$ cat src/rtl/goruntu_okuyucu_pkg.sv
// goruntu_okuyucu_pkg: task codes, FSM state encoding and read latency shared by the frame reader
package goruntu_okuyucu_pkg;
  localparam logic [2:0] GRV4_H  = 3'd4;
  localparam logic [2:0] GRV5_HE = 3'd5;
  localparam int OKU_GECIKME = 1;
  typedef enum logic [2:0] {BOS, BASLAT, AKIS, BOSALT, BITTI} durum_t;
endpackage

$ cat src/rtl/goruntu_okuyucu_tampon.sv
// okuyucu_tampon: 2-entry skid FIFO with a registered head so pixel_o comes straight from a flop
module okuyucu_tampon (
  input  logic       clk_i,
  input  logic       rst_i,
  input  logic       push_i,
  input  logic [7:0] veri_i,
  input  logic       pop_i,
  output logic [7:0] bas_o,
  output logic [1:0] doluluk_o
);
  logic [7:0] r_bas;
  logic [7:0] r_ikinci;
  logic [1:0] r_dol;
  assign bas_o = r_bas;
  assign doluluk_o = r_dol;
  // head refills from the second slot on a pop, or from the incoming word when it would be next in line
  always_ff @(posedge clk_i or posedge rst_i) begin
    if (rst_i) begin
      r_bas <= '0;
      r_ikinci <= '0;
      r_dol <= '0;
    end else begin
      r_dol <= r_dol + 2'(push_i) - 2'(pop_i);
      if (pop_i && r_dol == 2'd2)
        r_bas <= r_ikinci;
      else if (push_i && (r_dol == 2'd0 || (pop_i && r_dol == 2'd1)))
        r_bas <= veri_i;
      if (push_i && (r_dol == 2'd2 || (r_dol == 2'd1 && !pop_i)))
        r_ikinci <= veri_i;
    end
  end
  a_tasma: assert property (@(posedge clk_i) disable iff (rst_i) !(push_i && !pop_i && r_dol == 2'd2));
  a_bos_pop: assert property (@(posedge clk_i) disable iff (rst_i) !(pop_i && r_dol == 2'd0));
endmodule

$ cat src/rtl/goruntu_okuyucu.sv
// goruntu_okuyucu: streams a BRAM frame in raster order to gorev_birimi; GORUNTU_OKUYUCU_CIFT_GECIS_EN adds a GRV4_H pre-pass for GRV5_HE
module goruntu_okuyucu
  import goruntu_okuyucu_pkg::*;
#(
  parameter int GENISLIK  = 320,
  parameter int YUKSEKLIK = 240,
  parameter int ADR_W     = 17
) (
  input  logic             clk_i,
  input  logic             rst_i,
  input  logic             basla_i,
  input  logic [2:0]       gorev_i,
  output logic             mesgul_o,
  output logic             bitti_o,
  output logic [2:0]       gorev_o,
  output logic             basla_o,
  output logic             mem_oku_o,
  output logic [ADR_W-1:0] mem_adres_o,
  input  logic [7:0]       mem_veri_i,
  output logic             etkin_o,
  output logic [7:0]       pixel_o,
  input  logic             stal_i
);
  localparam int PIKSEL = GENISLIK * YUKSEKLIK;
  localparam int SAY_W = $clog2(PIKSEL + 1);
  localparam int DERINLIK = OKU_GECIKME + 1;
  localparam logic [ADR_W-1:0] SON_ADRES = ADR_W'(PIKSEL - 1);
  localparam logic [SAY_W-1:0] SON_AKTARIM = SAY_W'(PIKSEL - 1);
  durum_t r_durum;
  durum_t w_sonraki;
  logic [2:0] r_gorev;
  logic r_cift;
  logic r_bekleyen;
  logic [ADR_W-1:0] r_adres;
  logic [SAY_W-1:0] r_aktarim;
  logic [1:0] w_doluluk;
  logic [2:0] w_istek;
  logic w_okuma_evresi;
  logic w_oku;
  logic w_pop;
  logic w_son;
  logic w_cift;
`ifdef GORUNTU_OKUYUCU_CIFT_GECIS_EN
  assign w_cift = gorev_i == GRV5_HE;
`else
  assign w_cift = 1'b0;
`endif
  assign etkin_o = |w_doluluk;
  assign w_pop = etkin_o & ~stal_i;
  assign w_son = w_pop && r_aktarim == SON_AKTARIM;
  assign w_istek = {1'b0, w_doluluk} + {2'b0, r_bekleyen} - {2'b0, w_pop};
  assign w_okuma_evresi = r_durum == BASLAT || r_durum == AKIS;
  assign w_oku = w_okuma_evresi && w_istek < 3'(DERINLIK);
  okuyucu_tampon u_tampon (
    .clk_i     (clk_i),
    .rst_i     (rst_i),
    .push_i    (r_bekleyen),
    .veri_i    (mem_veri_i),
    .pop_i     (w_pop),
    .bas_o     (pixel_o),
    .doluluk_o (w_doluluk)
  );
  // state register
  always_ff @(posedge clk_i or posedge rst_i) begin
    if (rst_i) r_durum <= BOS;
    else r_durum <= w_sonraki;
  end
  // next state: the frame ends on the last transfer, which also guarantees an empty FIFO and no read in flight
  always_comb begin
    w_sonraki = r_durum;
    case (r_durum)
      BOS:     w_sonraki = basla_i ? BASLAT : BOS;
      BASLAT:  w_sonraki = AKIS;
      AKIS:    w_sonraki = (w_oku && r_adres == SON_ADRES) ? BOSALT : AKIS;
      BOSALT:  w_sonraki = w_son ? (r_cift ? BASLAT : BITTI) : BOSALT;
      BITTI:   w_sonraki = BOS;
      default: w_sonraki = BOS;
    endcase
  end
  // outputs decoded from state; the first read is issued in BASLAT so pixels start two cycles after basla_o
  always_comb begin
    basla_o = r_durum == BASLAT;
    bitti_o = r_durum == BITTI;
    mesgul_o = r_durum != BOS && r_durum != BITTI;
    mem_oku_o = w_oku;
    mem_adres_o = r_adres;
    gorev_o = r_gorev;
  end
  // read address, in-flight flag, per-pass transfer count and task capture
  always_ff @(posedge clk_i or posedge rst_i) begin
    if (rst_i) begin
      r_bekleyen <= 1'b0;
      r_adres <= '0;
      r_aktarim <= '0;
      r_gorev <= '0;
      r_cift <= 1'b0;
    end else begin
      r_bekleyen <= w_oku;
      r_adres <= w_okuma_evresi ? r_adres + ADR_W'(w_oku) : '0;
      r_aktarim <= r_durum == BASLAT ? '0 : r_aktarim + SAY_W'(w_pop);
      if (r_durum == BOS && basla_i) begin
        r_gorev <= w_cift ? GRV4_H : gorev_i;
        r_cift <= w_cift;
      end else if (r_durum == BOSALT && w_son && r_cift) begin
        r_gorev <= GRV5_HE;
        r_cift <= 1'b0;
      end
    end
  end
endmodule

$ cat config.mk
export PLATFORM = sky130hd
export DESIGN_NAME = goruntu_okuyucu
export DESIGN_NICKNAME = d
export VERILOG_FILES = /design/src/rtl/goruntu_okuyucu_pkg.sv /design/src/rtl/goruntu_okuyucu_tampon.sv /design/src/rtl/goruntu_okuyucu.sv
export SDC_FILE = /design/constraint.sdc
export NUM_CORES = 1
export LEC_CHECK = 0
export CORE_MARGIN = 3
export CORE_UTILIZATION = 45
export DETAILED_ROUTE_END_ITERATION = 10
export PLACE_DENSITY = 0.76
export SETUP_SLACK_MARGIN = 0.4
export SKIP_LAST_GASP = 1
export SYNTH_ARGS = -nofsm -noshare
export SYNTH_HDL_FRONTEND = slang
export SYNTH_HIERARCHICAL = 1
export SYNTH_SLANG_ARGS = --single-unit
$ cat constraint.sdc
create_clock -name clk_i -period 6.55 [get_ports clk_i]
set_input_delay 0.655 -clock clk_i [delete_from_list [all_inputs] [get_ports clk_i]]
set_output_delay 0.655 -clock clk_i [all_outputs]
set_load 0.02 [all_outputs]
# Word-level counts from Yosys, hierarchy flattened
# Index checks and enable logic that the tools add are counted.
# op_classes
addsub,6
order_cmp,1
eq_ne,9
muxes,13
bitwise_logic,2
n_reduce_logical,22
# ops
op,n
$add 17x1->17,2
$eq 17x17->1 const B,2
$mux 17,2
$mux 8,2
$logic_and 1x1->1,12
$mux 3,4
$pmux 3 s4,1
$eq 3x2->1 const B,2
$mux 1,4
$reduce_bool 2->1,2
$add 2x1->3,1
$eq 3x1->1 const B,1
$eq 3x3->1 const B,1
$logic_not 3->1,1
$logic_or 1x1->1,3
$lt 3x2->1 const B,1
$ne 3x3->1 const B,1
$reduce_bool 3->1,1
$sub 3x1->3,1
$add 2x1->2,1
$eq 2x1->1 const B,1
$eq 2x2->1 const B,1
$logic_not 2->1,1
$reduce_or 2->1,1
other kinds (4),4
# totals
regBits,60
input_bits,15
out_inout_bits,33
wordCells,62

# Depth between registers and ports, before layout
# logic_depth
ltp_word,8
ltp_mapped,13
mapped_depth_nobuf,13

# Modules after synthesis
# Netlist, hierarchy kept.
# modules_own_cells
mod,instances,cells_per_inst,area_each_um2
goruntu_okuyucu,1,213,2084.5
okuyucu_tampon,1,60,864.6

# Least setup slack after synthesis
# No wires, ideal clock.
# synth_timing
kind,input-to-reg
startpoint,input port stal_i
endpoint,"register r_adres[16], in the netlist mem_adres_o[16]"
setup_ns,0.077
t_arrival_ns,3.352
slack_ns,3.121
cell_stages,11
n_path_buf,0
path_cell_list,nor3_1 -> o21ai_0 -> fa_1 -> xnor2_1 -> nand2_1 -> nor2_1 -> ha_1 -> ha_1 -> nand4_1 -> or4_1 -> a21oi_1
# synth_between
elab_chain_cells,7
# synth_rtl
element,line_no,source
from (decl),goruntu_okuyucu.sv:22,input logic stal_i
$not 1->1,goruntu_okuyucu.sv:49,assign w_pop = etkin_o & ~stal_i;
$and 1x1->1,goruntu_okuyucu.sv:49,
$sub 3x1->3,goruntu_okuyucu.sv:51,"assign w_istek = {1'b0, w_doluluk} + {2'b0, r_bekleyen} - {2'b0, w_pop};"
$lt 3x2->1,goruntu_okuyucu.sv:53,assign w_oku = w_okuma_evresi && w_istek < 3'(DERINLIK);
$logic_and 1x1->1,goruntu_okuyucu.sv:53,
via mem_oku_o,goruntu_okuyucu.sv:17,"output logic mem_oku_o,"
$add 17x1->17,goruntu_okuyucu.sv:99,r_adres <= w_okuma_evresi ? r_adres + ADR_W'(w_oku) : '0;
$mux 17,goruntu_okuyucu.sv:99,
to (signal assigned),goruntu_okuyucu.sv:99,
to (decl),goruntu_okuyucu.sv:34,logic [ADR_W-1:0] r_adres;
# The timed path passes the listed nets, and every way through them passes these cells.
# A chain may end at the register's enable or synchronous reset.

# Worst setup path after layout
# layout_timing
startpoint,input port stal_i
endpoint,output port mem_oku_o
# layout_between
elab_chain_cells,5
# layout_rtl
element,line_no
$not 1->1,goruntu_okuyucu.sv:49
$and 1x1->1,goruntu_okuyucu.sv:49
$sub 3x1->3,goruntu_okuyucu.sv:51
$lt 3x2->1,goruntu_okuyucu.sv:53
$logic_and 1x1->1,goruntu_okuyucu.sv:53
to (decl),goruntu_okuyucu.sv:17
# No other way between the ends.

==> results.tsv <==
metric	value	unit
avgSynthCellArea	10.8	µm²
core	0.00613	mm²
place_congestion	0.802	
power_frac_comb	34.3	%
multi_input_area	0.00140	mm²
finalWirelength	6220	µm
cts_htree_levels	3	
clk_pin_slew	60	ps
finalSetupViolations	0	
synth_edf_count	0	
crit_type	input pin to output port	
timing.fmax	269	MHz
synth_cell_types	45	
fin_crit	3720	ps
drt_iter0_drc	132	
fill_cells	493	
grt_max_degree	42	
skew	8.94	ps
hold_viol	0	
dp_hpwl	4370	µm
mostFrequentLayoutCells	59 x dfrtp_1, 47 x clkdlybuf4s50_1, 35 x nor2_1, 25 x mux2_2, 19 x xnor2_1	
worstMarginPinSlew	690	ps
layout-drive-gt1-share	16.0	%
clk_latency	340	ps
reg2regPathDepth	12	
vias	2231	
critical_path_required	5890	ps
synth_cells	273	
final_common_cell	dfrtp_1	
fin_area	0.00369	mm²
yosys.area.top_type	dfrtp_1	
ant_nets	0	
synth-async-reset-ratio	100	%
grt_pass1_wl	10700	µm
ir_worst_vdd	202	µV
slew_headroom	53.8	%
reg2reg_to	mem_adres_o[16]$_DFF_PP0_	
total_switching_power	428	µW
synth-compound-area-share	4.96	%
max_stage_delay	650	ps
synth-simple-area-share	21.6	%
synth_top_family_by_area	simple AND/OR/NAND/NOR gates	
cp.arrival	3070	ps
rsz0062_at_grt	false	
ys_ff_latch	59	
seq_area_frac_synth	50.1	%
p_int	887	µW
min_from	u_tampon/r_ikinci[1]$_DFFE_PP0P_	
finalCritPeriodShare	56.8	%
drtPass1Iterations	4	
clock_power_share	24.8	%
worst_path_most_repeated_cell	clkdlybuf4s50_1	
root_buffer	clkbuf_8	
syn_to_final_growth	25.0	%
grt_overflow_total	0	
critPathMaxFanout	4	
synthAdderAreaFrac	3.22	%
p_leak	0.00154	µW
synth_area_leaders	dfrtp_1 50%, mux2_2 9.5%, xnor2_1 5.6%, nor2_1 4.5%, nand4_1 2.8%	
switching_share	32.5	%
antenna_found_initial	0	
postCtsSetupBuffers	0	
clkSinkCount	59	
min_to	u_tampon/r_ikinci[1]$_DFFE_PP0P_	
layout.area.seq	0.00148	mm²
min_delay_path_depth	1	
syn-num-nets	295	
cp-end-kind	output port	
fp-row-count	28	
ctsLongestPathBuffers	2	
final.setup.tns	0	ps
portBuffers	47	
cp_cell_sequence	clkdlybuf4s50_1 > nor3_1 > o21ai_0 > fa_1 > xnor2_1 > nand2_1 > nor2_1 > clkdlybuf4s50_1	
cts-buffers-inserted	9	
cts_resized	0	
die_x	87.0	µm
grt_pass1_vias	2206	
ios	48	
slew_violations	0	
maxCapViolations	0	
start_util	48.1	%
ys_warn_count	6	
synthFlopType	dfrtp_1	
synth_top_cell_area_share	50.1	%
die_y	87.0	µm
power.total	1310	µW
regToRegSetupSlack	3030	ps
diodes	0	
hold_class	register to register	
dieArea	0.00756	mm²
critPathSlowestCell	clkdlybuf4s50_1	
r2r-start	u_tampon/doluluk_o[1]$_DFF_PP0_	
postPlaceCellArea	0.00349	mm²
synth_mux_area_share	9.89	%
vias_per_cell	5.50	
fin_nets	349	
power_frac_seq	41.0	%
detail_route.wl_per_cell	15.3	µm
cp-start-kind	input pin	
synthXorXnorAreaFrac	7.72	%
syn_area	0.00295	mm²
ctsHoldBuffers	0	
status	completed	
cts_tree	built	
power.density	356	mW/mm²
holdWs	505	ps
drc_errors	0	
grt.total_usage	18.4	%
## Yosys cell counts, drive strengths merged (6+ instances only)
| master | n |
|---|---|
| a21oi | 7 |
| dfrtp | 59 |
| ha | 6 |
| inv | 11 |
| mux2 | 25 |
| nand2 | 11 |
| nand3 | 15 |
| nand4 | 14 |
| nor2 | 35 |
| nor3 | 8 |
| nor4 | 6 |
| xnor2 | 19 |
| xor2 | 7 |
## routing by layer
metal	vias to the layer above	wire length, µm	track usage [%]
li1	1066	-	-
met3	10	329	6.24
met5	-	0	0
met4	0	77	6.37
met2	58	3120	29.6
met1	1097	2690	23.1
## final cells by class
class                           instances  share of cell area (%)
Multi-Input combinational cell        197                    37.9
Inverter                               11                    1.12
Clock buffer                           13                    4.31
Sequential cell                        59                    40.0
Clock inverter                          2                   0.950
Timing Repair Buffer                   49                    13.2
Tap cell                               75                    2.54
## worst max-delay path by stage
stage                                    start  slack, ps  depth (start not counted)                   endpoint
2_1_floorplan                           stal_i       3120                         11  mem_adres_o[16]$_DFF_PP0_
5_1_grt        u_tampon/doluluk_o[1]$_DFF_PP0_       2700                          8                  mem_oku_o
6_report                                stal_i       2830                          8                  mem_oku_o
3_3_place_gp                            stal_i       2770                         12  mem_adres_o[16]$_DFF_PP0_
4_1_cts                                 stal_i       2830                          8                  mem_oku_o
3_5_place_dp                            stal_i       2660                         12  mem_adres_o[16]$_DFF_PP0_
## logic make-up after synthesis
| kind of cell | count (synthesis) |
|---|---|
| xor+xnor | 26 |
| simple gates | 117 |
| compound gates | 21 |
| mux | 26 |
| fa+ha+maj | 7 |
| flops | 59 |
| buf+inv | 17 |
## stage by stage
stage / std cells / util [%] / worst slack, ps
finish: 406 / 60.1 / 2830
global route: 406 / 60.1 / 2700
CTS: 406 / 60.1 / 2830
detailed placement: 391 / 57.0 / 2660
global placement: 391 / 57.0 / 2770
floorplan: 273 / - / 3120
## sequential cells by signal, indices dropped and copies added, names as in the netlist
name / count
r_aktarim: 17
u_tampon/r_ikinci: 8
u_tampon/doluluk_o: 2
u_tampon/bas_o: 8
r_durum: 3
r_bekleyen: 1
mem_adres_o: 17
gorev_o: 3
## power by group through the flow
stage	clock network, µW	registers [µW]	logic (µW)
after floorplan	0	563	279
after global placement	0	537	442
after detailed placement	0	541	454
after CTS	335	538	457
after global routing	355	552	496
final	325	538	451
## worst max-delay path: cells and delay by family
| kind | cells | cell delay (ps) |
|---|---|---|
| AND/OR/NAND/NOR | 3 | 580 |
| XOR/XNOR | 1 | 140 |
| buffers and inverters | 2 | 1100 |
| adder cells (fa/ha/maj) | 1 | 400 |
| AO/OA/AOI/OAI | 1 | 180 |
(Power assumes the default switching activity.)
